[src/rtl/vend_txn_ctrl.sv]
// vend_txn_ctrl: vending transaction sequencer.
// Locks a selection, takes coins, dispenses, holds change/refund.
module vend_txn_ctrl #(
    parameter int P1         = 12,
    parameter int P2         = 14,
    parameter int P3         = 2,
    parameter int P4         = 3,
    parameter int STOCK_INIT = 9,
    parameter int TIMEOUT    = 500_000_000,
    parameter int HOLD       = 300_000_000
) (
    input  logic        clk,
    input  logic        rst_n,
    input  logic [3:0]  sw,
    input  logic [4:0]  bt_edge,
    input  logic        restock,
    output logic [2:0]  state,
    output logic [1:0]  sel,
    output logic [3:0]  price,
    output logic [4:0]  paid,
    output logic [3:0]  remain,
    output logic [4:0]  change,
    output logic        dispense,
    output logic [15:0] stock,
    output logic [15:0] sold
);

    localparam logic [2:0] S_IDLE     = 3'd0;
    localparam logic [2:0] S_PAY      = 3'd1;
    localparam logic [2:0] S_DISPENSE = 3'd2;
    localparam logic [2:0] S_CHANGE   = 3'd3;
    localparam logic [2:0] S_REFUND   = 3'd4;
    localparam logic [2:0] S_SOLDOUT  = 3'd5;

    localparam logic [31:0] T_LAST = 32'(TIMEOUT - 1);
    localparam logic [31:0] H_LAST = 32'(HOLD - 1);

    logic [2:0]  state_n;
    logic [3:0]  stk [4];
    logic [3:0]  sld [4];
    logic        armed;
    logic [31:0] timer;

    logic [31:0] timer_n;
    logic [4:0]  paid_n;
    logic [3:0]  remain_n;
    logic [4:0]  change_n;
    logic        dispense_n;

    logic        launch;
    logic [1:0]  sel_n;
    logic [3:0]  price_n;
    logic [3:0]  launch_stock;
    logic        coin_valid;
    logic [4:0]  coin_val;
    logic [4:0]  sum;
    logic        paid_done;
    logic        pay_cancel;
    logic        hold_done;

    assign stock = {stk[3], stk[2], stk[1], stk[0]};
    assign sold  = {sld[3], sld[2], sld[1], sld[0]};

    // Selection decode, coin decode and cancel/exit conditions.
    always_comb begin
        sel_n = 2'd0;
        if (sw[0])      sel_n = 2'd0;
        else if (sw[1]) sel_n = 2'd1;
        else if (sw[2]) sel_n = 2'd2;
        else if (sw[3]) sel_n = 2'd3;

        price_n = 4'(P1);
        unique case (sel_n)
            2'd0: price_n = 4'(P1);
            2'd1: price_n = 4'(P2);
            2'd2: price_n = 4'(P3);
            2'd3: price_n = 4'(P4);
        endcase

        launch       = (state == S_IDLE) && armed && (sw != 4'd0);
        launch_stock = restock ? 4'(STOCK_INIT) : stk[sel_n];

        coin_val = 5'd0;
        if (bt_edge[0])      coin_val = 5'd10;
        else if (bt_edge[1]) coin_val = 5'd5;
        else if (bt_edge[2]) coin_val = 5'd1;
        else if (bt_edge[4]) coin_val = 5'd2;

        coin_valid = $onehot({bt_edge[4], bt_edge[2:0]}) && !bt_edge[3];
        sum        = paid + coin_val;
        paid_done  = coin_valid && (sum >= {1'b0, price});
        pay_cancel = bt_edge[3] || (sw == 4'd0)
                     || (!coin_valid && (timer == T_LAST));
        hold_done  = bt_edge[3] || (timer == H_LAST);
    end

    // State register.
    always_ff @(posedge clk) begin
        if (rst_n) state <= S_IDLE;
        else       state <= state_n;
    end

    // Next-state logic.
    always_comb begin
        state_n = state;
        unique case (state)
            S_IDLE: begin
                if (launch)
                    state_n = (launch_stock == 4'd0) ? S_SOLDOUT : S_PAY;
            end
            S_PAY: begin
                if (pay_cancel)
                    state_n = (paid != 5'd0) ? S_REFUND : S_IDLE;
                else if (paid_done)
                    state_n = S_DISPENSE;
            end
            S_DISPENSE: state_n = S_CHANGE;
            S_CHANGE, S_REFUND, S_SOLDOUT: begin
                if (hold_done) state_n = S_IDLE;
            end
            default: state_n = S_IDLE;
        endcase
    end

    // Next values of the registered transaction outputs and timer.
    always_comb begin
        paid_n     = paid;
        remain_n   = remain;
        change_n   = change;
        timer_n    = timer + 32'd1;
        dispense_n = (state_n == S_DISPENSE);
        if (state_n != state || state == S_IDLE) timer_n = 32'd0;
        unique case (state)
            S_IDLE: begin
                if (launch && state_n == S_PAY) begin
                    paid_n   = 5'd0;
                    remain_n = price_n;
                end
            end
            S_PAY: begin
                if (state_n == S_REFUND) begin
                    change_n = paid;
                    remain_n = 4'd0;
                end else if (state_n == S_DISPENSE) begin
                    paid_n   = sum;
                    remain_n = 4'd0;
                    change_n = sum - {1'b0, price};
                end else if (coin_valid && state_n == S_PAY) begin
                    paid_n   = sum;
                    remain_n = remain - coin_val[3:0];
                    timer_n  = 32'd0;
                end
            end
            default: ;
        endcase
        if (state_n == S_IDLE) begin
            paid_n   = 5'd0;
            remain_n = 4'd0;
            change_n = 5'd0;
        end
    end

    // Datapath registers: selection, stock, sold, arming, timer.
    always_ff @(posedge clk) begin
        if (rst_n) begin
            sel      <= 2'd0;
            price    <= 4'd0;
            paid     <= 5'd0;
            remain   <= 4'd0;
            change   <= 5'd0;
            dispense <= 1'b0;
            armed    <= 1'b1;
            timer    <= 32'd0;
            for (int i = 0; i < 4; i++) begin
                stk[i] <= 4'(STOCK_INIT);
                sld[i] <= 4'd0;
            end
        end else begin
            paid     <= paid_n;
            remain   <= remain_n;
            change   <= change_n;
            dispense <= dispense_n;
            timer    <= timer_n;
            if (sw == 4'd0) armed <= 1'b1;
            else if (launch) armed <= 1'b0;
            if (launch) begin
                sel   <= sel_n;
                price <= price_n;
            end
            if (state == S_IDLE && restock) begin
                for (int i = 0; i < 4; i++) stk[i] <= 4'(STOCK_INIT);
            end
            if (state == S_DISPENSE) begin
                stk[sel] <= stk[sel] - 4'd1;
                if (sld[sel] != 4'hF) sld[sel] <= sld[sel] + 4'd1;
            end
        end
    end

endmodule

[config.mk]
export PLATFORM = sky130hd
export DESIGN_NAME = vend_txn_ctrl
export DESIGN_NICKNAME = d
export VERILOG_FILES = /design/src/rtl/vend_txn_ctrl.sv
export SDC_FILE = /design/constraint.sdc
export NUM_CORES = 1
export LEC_CHECK = 0
export ABC_AREA = 1
export CAP_MARGIN = 20
export CORE_MARGIN = 1
export CORE_UTILIZATION = 40
export DETAILED_ROUTE_END_ITERATION = 10
export PLACE_DENSITY = 0.71
export SLEW_MARGIN = 40
export SYNTH_ARGS = -nofsm -noshare
export SYNTH_HDL_FRONTEND = slang
export SYNTH_SLANG_ARGS = --single-unit
[constraint.sdc]
create_clock -name clk -period 3.4 [get_ports clk]
set_clock_uncertainty 0.1 [all_clocks]
set_input_delay 0.68 -clock clk [delete_from_list [all_inputs] [get_ports clk]]
set_output_delay 0.68 -clock clk [all_outputs]
set_load 0.02 [all_outputs]
Word level (Yosys, flattened, before mapping)
Memories as Yosys holds them, arrays and structs flattened. A register that Yosys moved wholly into a read port is not among the register bits.
Index checks and enable logic that the tools add are counted.
{ "totals": {"mem_bits_rw": 32, "regBits": 57, "inputBits": 12, "n_memories": 2} }
{ "op_classes": {"n_mux": 60, "n_reduce_logical": 31, "n_bitwise": 4, "n_lt_le_gt_ge": 1, "n_eq_ne": 20, "n_addsub": 9} }
{ "memory_table": {"columns": ["memory", "words", "word_bits", "rd", "rd_ports_with_merged_regs", "write_ports", "line", "text"], "rows": [
  ["sld", 4, 4, 5, 1, 4, "40", "logic [3:0] sld [4];"],
  ["stk", 4, 4, 6, 1, 4, "39", "logic [3:0] stk [4];"]
]} }
{ "op_table": {"columns": ["cell", "count"], "rows": [
  ["$mux W32", 5],
  ["$eq A32 B29 Y1 const B", 2],
  ["$mux W4", 12],
  ["$add A32 B1 Y32 const B", 1],
  ["$mux W5", 6],
  ["$mux W2", 12],
  ["$mux W3", 7],
  ["$pmux W4 S4", 1],
  ["$mux W1", 14],
  ["$pmux W3 S4", 1],
  ["$pmux W5 S2", 1],
  ["$eq A3 B1 Y1 const B", 3],
  ["$eq A3 B2 Y1 const B", 3],
  ["$eq A3 B3 Y1 const B", 3],
  ["$logic_and A1 B1 Y1", 8],
  ["$logic_not A4 Y1", 2],
  ["$ne A4 B4 Y1 const B", 2],
  ["$pmux W4 S2", 1],
  ["$reduce_or A4 Y1", 2],
  ["$logic_not A3 Y1", 2],
  ["$add A5 B5 Y5", 1],
  ["$ge A5 B4 Y1", 1],
  ["$reduce_bool A5 Y1", 1],
  ["$sub A5 B4 Y5", 1],
  ["21 further kinds", 33]
]} }

Logic depth before layout (Yosys ltp)
{ "logic_depth": {"depth_word": 17, "mapped_depth": 23, "depth_no_buf": 23} }

Worst setup path after synthesis
No wires, ideal clock.
{ "synth_timing": {"path_type": "in2reg", "start": "input port bt_edge[1]", "end": "register timer[10]", "arrival_ps": 3390, "setup_slack_ps": -231, "path_buffers": 1, "cell_stages": 20, "setup_ps": 141, "required_ps": 3159, "path_cell_list": "nor2_1 -> nor2_1 -> a21oi_1 -> inv_1 -> fa_1 -> xnor2_1 -> ha_1 -> a21oi_1 -> nand2_1 -> nand2_1 -> nand2_1 -> nor2_1 -> nor2_1 -> nor2_1 -> nor2_2 -> nand2_1 -> nand3_2 -> o21ai_4 -> buf_6 -> nor3_2"} }
{ "synth_via": {"elab_chain_len": 16, "elab_cells_between_ends": 26} }
{ "synth_rtl": {"columns": ["element", "line", "text"], "rows": [
  ["from (decl)", "15", "input logic [4:0] bt_edge,"],
  ["parallel branches: the longest is 15 deep, another holds $add A5 B5 Y5", null, null],
  ["$mux W32 *", "133", "unique case (state)"],
  ["to (signal assigned)", "183", "timer <= timer_n;"],
  ["to (decl)", "42", "logic [31:0] timer;"]
]} }
Mark *: on every way between the ends.
A chain may end at the register's enable or synchronous reset.

Worst setup path after layout
{ "layout_timing": {"start": "input port bt_edge[0]", "end": "register remain[2]"} }
{ "layout_via": {"elab_chain_len": 13, "elab_cells_between_ends": 29} }
{ "layout_rtl": {"columns": ["element", "line", "text"], "rows": [
  ["parallel branches: the longest is 13 deep, another holds $add A5 B5 Y5", null, null],
  ["to (signal assigned)", "180", "remain <= remain_n;"],
  ["to (decl)", "21", "output logic [3:0] remain,"]
]} }
Several ways; the timed one is not identified. The select of a mux whose other input is x is not followed.

==> results.txt <==
- Maximum level of the CTS H-tree: 3
* Commonest cells post-synth: 165 x sky130_fd_sc_hd__nand2_1, 125 x sky130_fd_sc_hd__nor2_1, 83 x sky130_fd_sc_hd__inv_1, 58 x sky130_fd_sc_hd__dfxtp_1, 44 x sky130_fd_sc_hd__nand3_1
- For this design the top-level I/O count stands at 68.
- For hold timing, the worst endpoint is armed.
- Largest area contributor in the netlist: sky130_fd_sc_hd__dfxtp_1
* Total via count in the routed design: between 5000 and 6000
- Ratio of total power to cell area: between 500 and 600 nW/um2
* Count of warnings emitted by yosys: 0
* Remaining global-route overflow: 0
- Largest fanout of any net on the critical path: 7
* Fraction of final layout cells with drive strength greater than 1: 0.244
- The die covers about 15000 um2.
* Total Nets Final: slightly above 900
- Clock buffer count from CTS: 9
- Most used flip-flop cell after synthesis: sky130_fd_sc_hd__dfxtp_1
* Clock latency reported for the late side of the worst-skew pair: between 300 and 400 ps
- The run finished with clean final reports.
- The worst hold path was traced through 2 stages.
- The worst register-to-register path ends at remain[2].
* Reg-to-reg setup timing slack: 280 ps
- In the global route stage, overall resource usage came out at 0.204.
- The first routing iteration left 336 violations.
- After synthesis, the share of flip-flops with an asynchronous set or reset is 0.
- Worst hold margin: around 360 ps
* Hold violation count in the final report: 0
* Number of distinct standard cells referenced by the synthesized netlist: 45
* Launching element type of the critical path: primary input
- 1st-pass router iterations: 5
- Leak: between 3 and 4 nW
- Reg2reg path depth: 20
- Number of vias per cell: slightly above 5
* Post-synthesis sequential area ratio: 0.376
- Clock tree synthesis selected as its root buffer the cell sky130_fd_sc_hd__clkbuf_16.
- The final-report max-slew violation count came to 0.
- Power consumption: a little under 4 mW
- HPWL reported at the end of detailed placement: between 10 and 15 mm
- Row generation in the floorplan step produced 43 rows.
- The worst path needs 3390 ps of the cycle, external delays included.
- The final layout contains routed wiring with a total length of 15.4 mm.
- Required time at the worst-slack endpoint: ~3500 ps
- In this run the remaining antenna-violating nets after routing total 0.
- Standard cell core area: 13800 um2
- Entering global routing, the biggest net connects 34 pins.
* Initial standard-cell utilization of the core: 0.408
- Antenna violations before repair: 0
- The congestion estimate from routability-driven global placement came to roughly 0.85.
- The min-delay analysis places its worst path in the category reg -> reg.
* Actual slew at the worst max-slew pin: around 630 ps
* Part of the cycle the worst path needs: 0.996
- Number of global-route vias before repair: 4895
- When the netlist entered floorplanning its net count stood at just under 800.
- Max transition margin: 0.577
- Drt wl/cell: roughly 14 um
- Startpoint of the worst register-to-register path: paid[0]
- After synthesis, the mean cell area works out to 7.49 um2.
- The tool flagged a number of max-cap violations equal to 0.
- After detailed routing, the number of remaining DRC violations is 0.
- The tree built by TritonCTS fans out to 90 sinks.
- Setup repair after global routing could not meet its margin everywhere.
* Worst hold path startpoint: armed
- Summing every instance area after synthesis gives 5640 um2.
- Fraction of synthesized cell area taken by the top area cell type: 0.206
* TritonCTS clock tree: built
- The most common cell in the synthesized netlist is sky130_fd_sc_hd__nand2_1.
- Counting flops with a built-in enable in the synthesized netlist gives 32.
- Height of the die: between 100 and 150 um
* Highest ir drop seen on vdd: 243 uV
- Clock-pin slew was measured on the worst setup and hold paths at 60 ps.
* Synth-to-layout area growth: 35.7%
- Based on the critical path, the design can be clocked at up to around 300 MHz.
- Syn Inst Count: between 700 and 800
* Port bufs: between 60 and 70
* Arrival time at the worst endpoint: 3530 ps
- Path type of the worst setup path: in -> reg
* # setup viols final: 0
- #FFs+latches synth: 90
- Diodes inserted: 0
- The worst setup path is captured at a flip-flop.
* Buffer levels on the longest clock path: 2
- Die Span X: 121 um
- Global-route wire length before repair: ~23 mm
- Cells taking the most area after synthesis: sky130_fd_sc_hd__dfxtp_1 21%, sky130_fd_sc_hd__edfxtp_1 17%, sky130_fd_sc_hd__nand2_1 11%, sky130_fd_sc_hd__nor2_1 8.3%, sky130_fd_sc_hd__inv_1 5.5%
## cells in the final DEF, fill, tap and decap left out, types with 4 or more instances in the layout
cell type	n
sky130_fd_sc_hd__nand2_4	7
sky130_fd_sc_hd__nor2_1	114
sky130_fd_sc_hd__nor3_1	11
sky130_fd_sc_hd__inv_2	13
sky130_fd_sc_hd__buf_4	51
sky130_fd_sc_hd__a21oi_1	19
sky130_fd_sc_hd__inv_1	78
sky130_fd_sc_hd__ha_1	9
sky130_fd_sc_hd__nor4_1	4
sky130_fd_sc_hd__o21ai_0	30
sky130_fd_sc_hd__xor2_1	25
sky130_fd_sc_hd__a21oi_4	4
sky130_fd_sc_hd__ha_4	7
sky130_fd_sc_hd__buf_6	4
sky130_fd_sc_hd__nand3_2	10
sky130_fd_sc_hd__nor2_4	7
sky130_fd_sc_hd__nand3_1	39
sky130_fd_sc_hd__buf_8	5
sky130_fd_sc_hd__nand2_2	20
sky130_fd_sc_hd__nor3_2	27
sky130_fd_sc_hd__clkbuf_16	12
sky130_fd_sc_hd__clkdlybuf4s50_1	62
sky130_fd_sc_hd__edfxtp_1	32
sky130_fd_sc_hd__dfxtp_1	58
sky130_fd_sc_hd__nand4_1	9
sky130_fd_sc_hd__xnor2_1	5
sky130_fd_sc_hd__o21ai_2	7
sky130_fd_sc_hd__nand2_1	149
sky130_fd_sc_hd__nor2_2	14
sky130_fd_sc_hd__o22ai_1	4
## how the worst max path moves through the flow
stage	startpoint	to	slack [ps]
after global placement	bt_edge[1]	timer[29]	-760
final	bt_edge[0]	remain[2]	10
after global routing	bt_edge[2]	remain[2]	-120
after CTS	bt_edge[1]	timer[22]	6
after detailed placement	bt_edge[0]	paid[1]	-860
after floorplan	bt_edge[1]	timer[11]	-70
## final cells by class
| type | count | area (um2) |
|---|---|---|
| fill | 1269 | 6170 |
| multi-input combinational | 553 | 3410 |
| sequential | 90 | 2120 |
| timing repair buffer | 130 | 1270 |
| inverter | 93 | 349 |
| clock buffer | 10 | 229 |
| tap | 180 | 225 |
| clock inverter | 6 | 50.0 |
## state kept, by name, indices dropped and copies added (netlist names), named ones only
register  cells
stk          16
change        5
price         3
sel           2
dispense      1
paid          5
state         3
armed         1
remain        4
sld          16
timer        32
## critical path, cell delays in order
cell,delay [ps]
sky130_fd_sc_hd__buf_6,110
sky130_fd_sc_hd__nor2_4,190
sky130_fd_sc_hd__ha_4,170
sky130_fd_sc_hd__inv_2,30
sky130_fd_sc_hd__fa_2,540
sky130_fd_sc_hd__inv_2,70
sky130_fd_sc_hd__ha_4,280
sky130_fd_sc_hd__nand2_2,60
sky130_fd_sc_hd__nor2_2,130
sky130_fd_sc_hd__nor2_2,70
sky130_fd_sc_hd__nand2_2,60
sky130_fd_sc_hd__nor2_2,40
sky130_fd_sc_hd__nor2_2,140
sky130_fd_sc_hd__nor2_4,60
sky130_fd_sc_hd__nor2_4,150
sky130_fd_sc_hd__nand2_2,90
sky130_fd_sc_hd__buf_6,120
sky130_fd_sc_hd__o21ai_2,140
sky130_fd_sc_hd__nand2_2,110
sky130_fd_sc_hd__clkbuf_16,190
sky130_fd_sc_hd__nand2_2,60
sky130_fd_sc_hd__nor2_1,40
## timing repair
| action | in CTS | in global routing |
|---|---|---|
| cloned | 1 | 4 |
| buffers inserted | 13 | 4 |
| hold buffers | 0 | 0 |
| resized for setup | 21 | 73 |
| pin swaps | 3 | 45 |
| endpoints found under the setup margin | 46 | 46 |
## logic make-up after synthesis
kind of cell | synth area share
and+or+nand+nor | 0.358
buffers and inverters | 0.0817
DFF | 0.376
AOI/OAI and AO/OA | 0.0808
xor gates and xnor gates | 0.0497
adders and majority gates | 0.0519
muxes | 0.00178
## power breakdown
part	internal [mW]	leakage, nW	switching (mW)
registers	1.18	0.780	0.0781
clock network	0.506	0.135	0.437
logic	0.780	2.13	0.932
## through the flow
stage               worst slack, ps  std cells  cell area (um2)  utilization  TNS [ps]
floorplan                     -71.4        753             5730            -     -1540
global placement               -756       1024             6840        0.495    -33730
detailed placement             -856       1024             6850        0.495    -38400
CTS                            6.16       1054             7250        0.524         0
global route                   -124       1062             7650        0.554     -4070
finish                         14.0       1062             7650        0.554         0
## metal layers
metal	up-vias	track usage	wire length, um
met5	-	0	0
li1	2689	-	-
met4	0	0.0671	357
met1	2489	0.258	6630
met3	29	0.0392	807
met2	172	0.346	7560
Note: power is estimated with default switching activity, not from simulation.
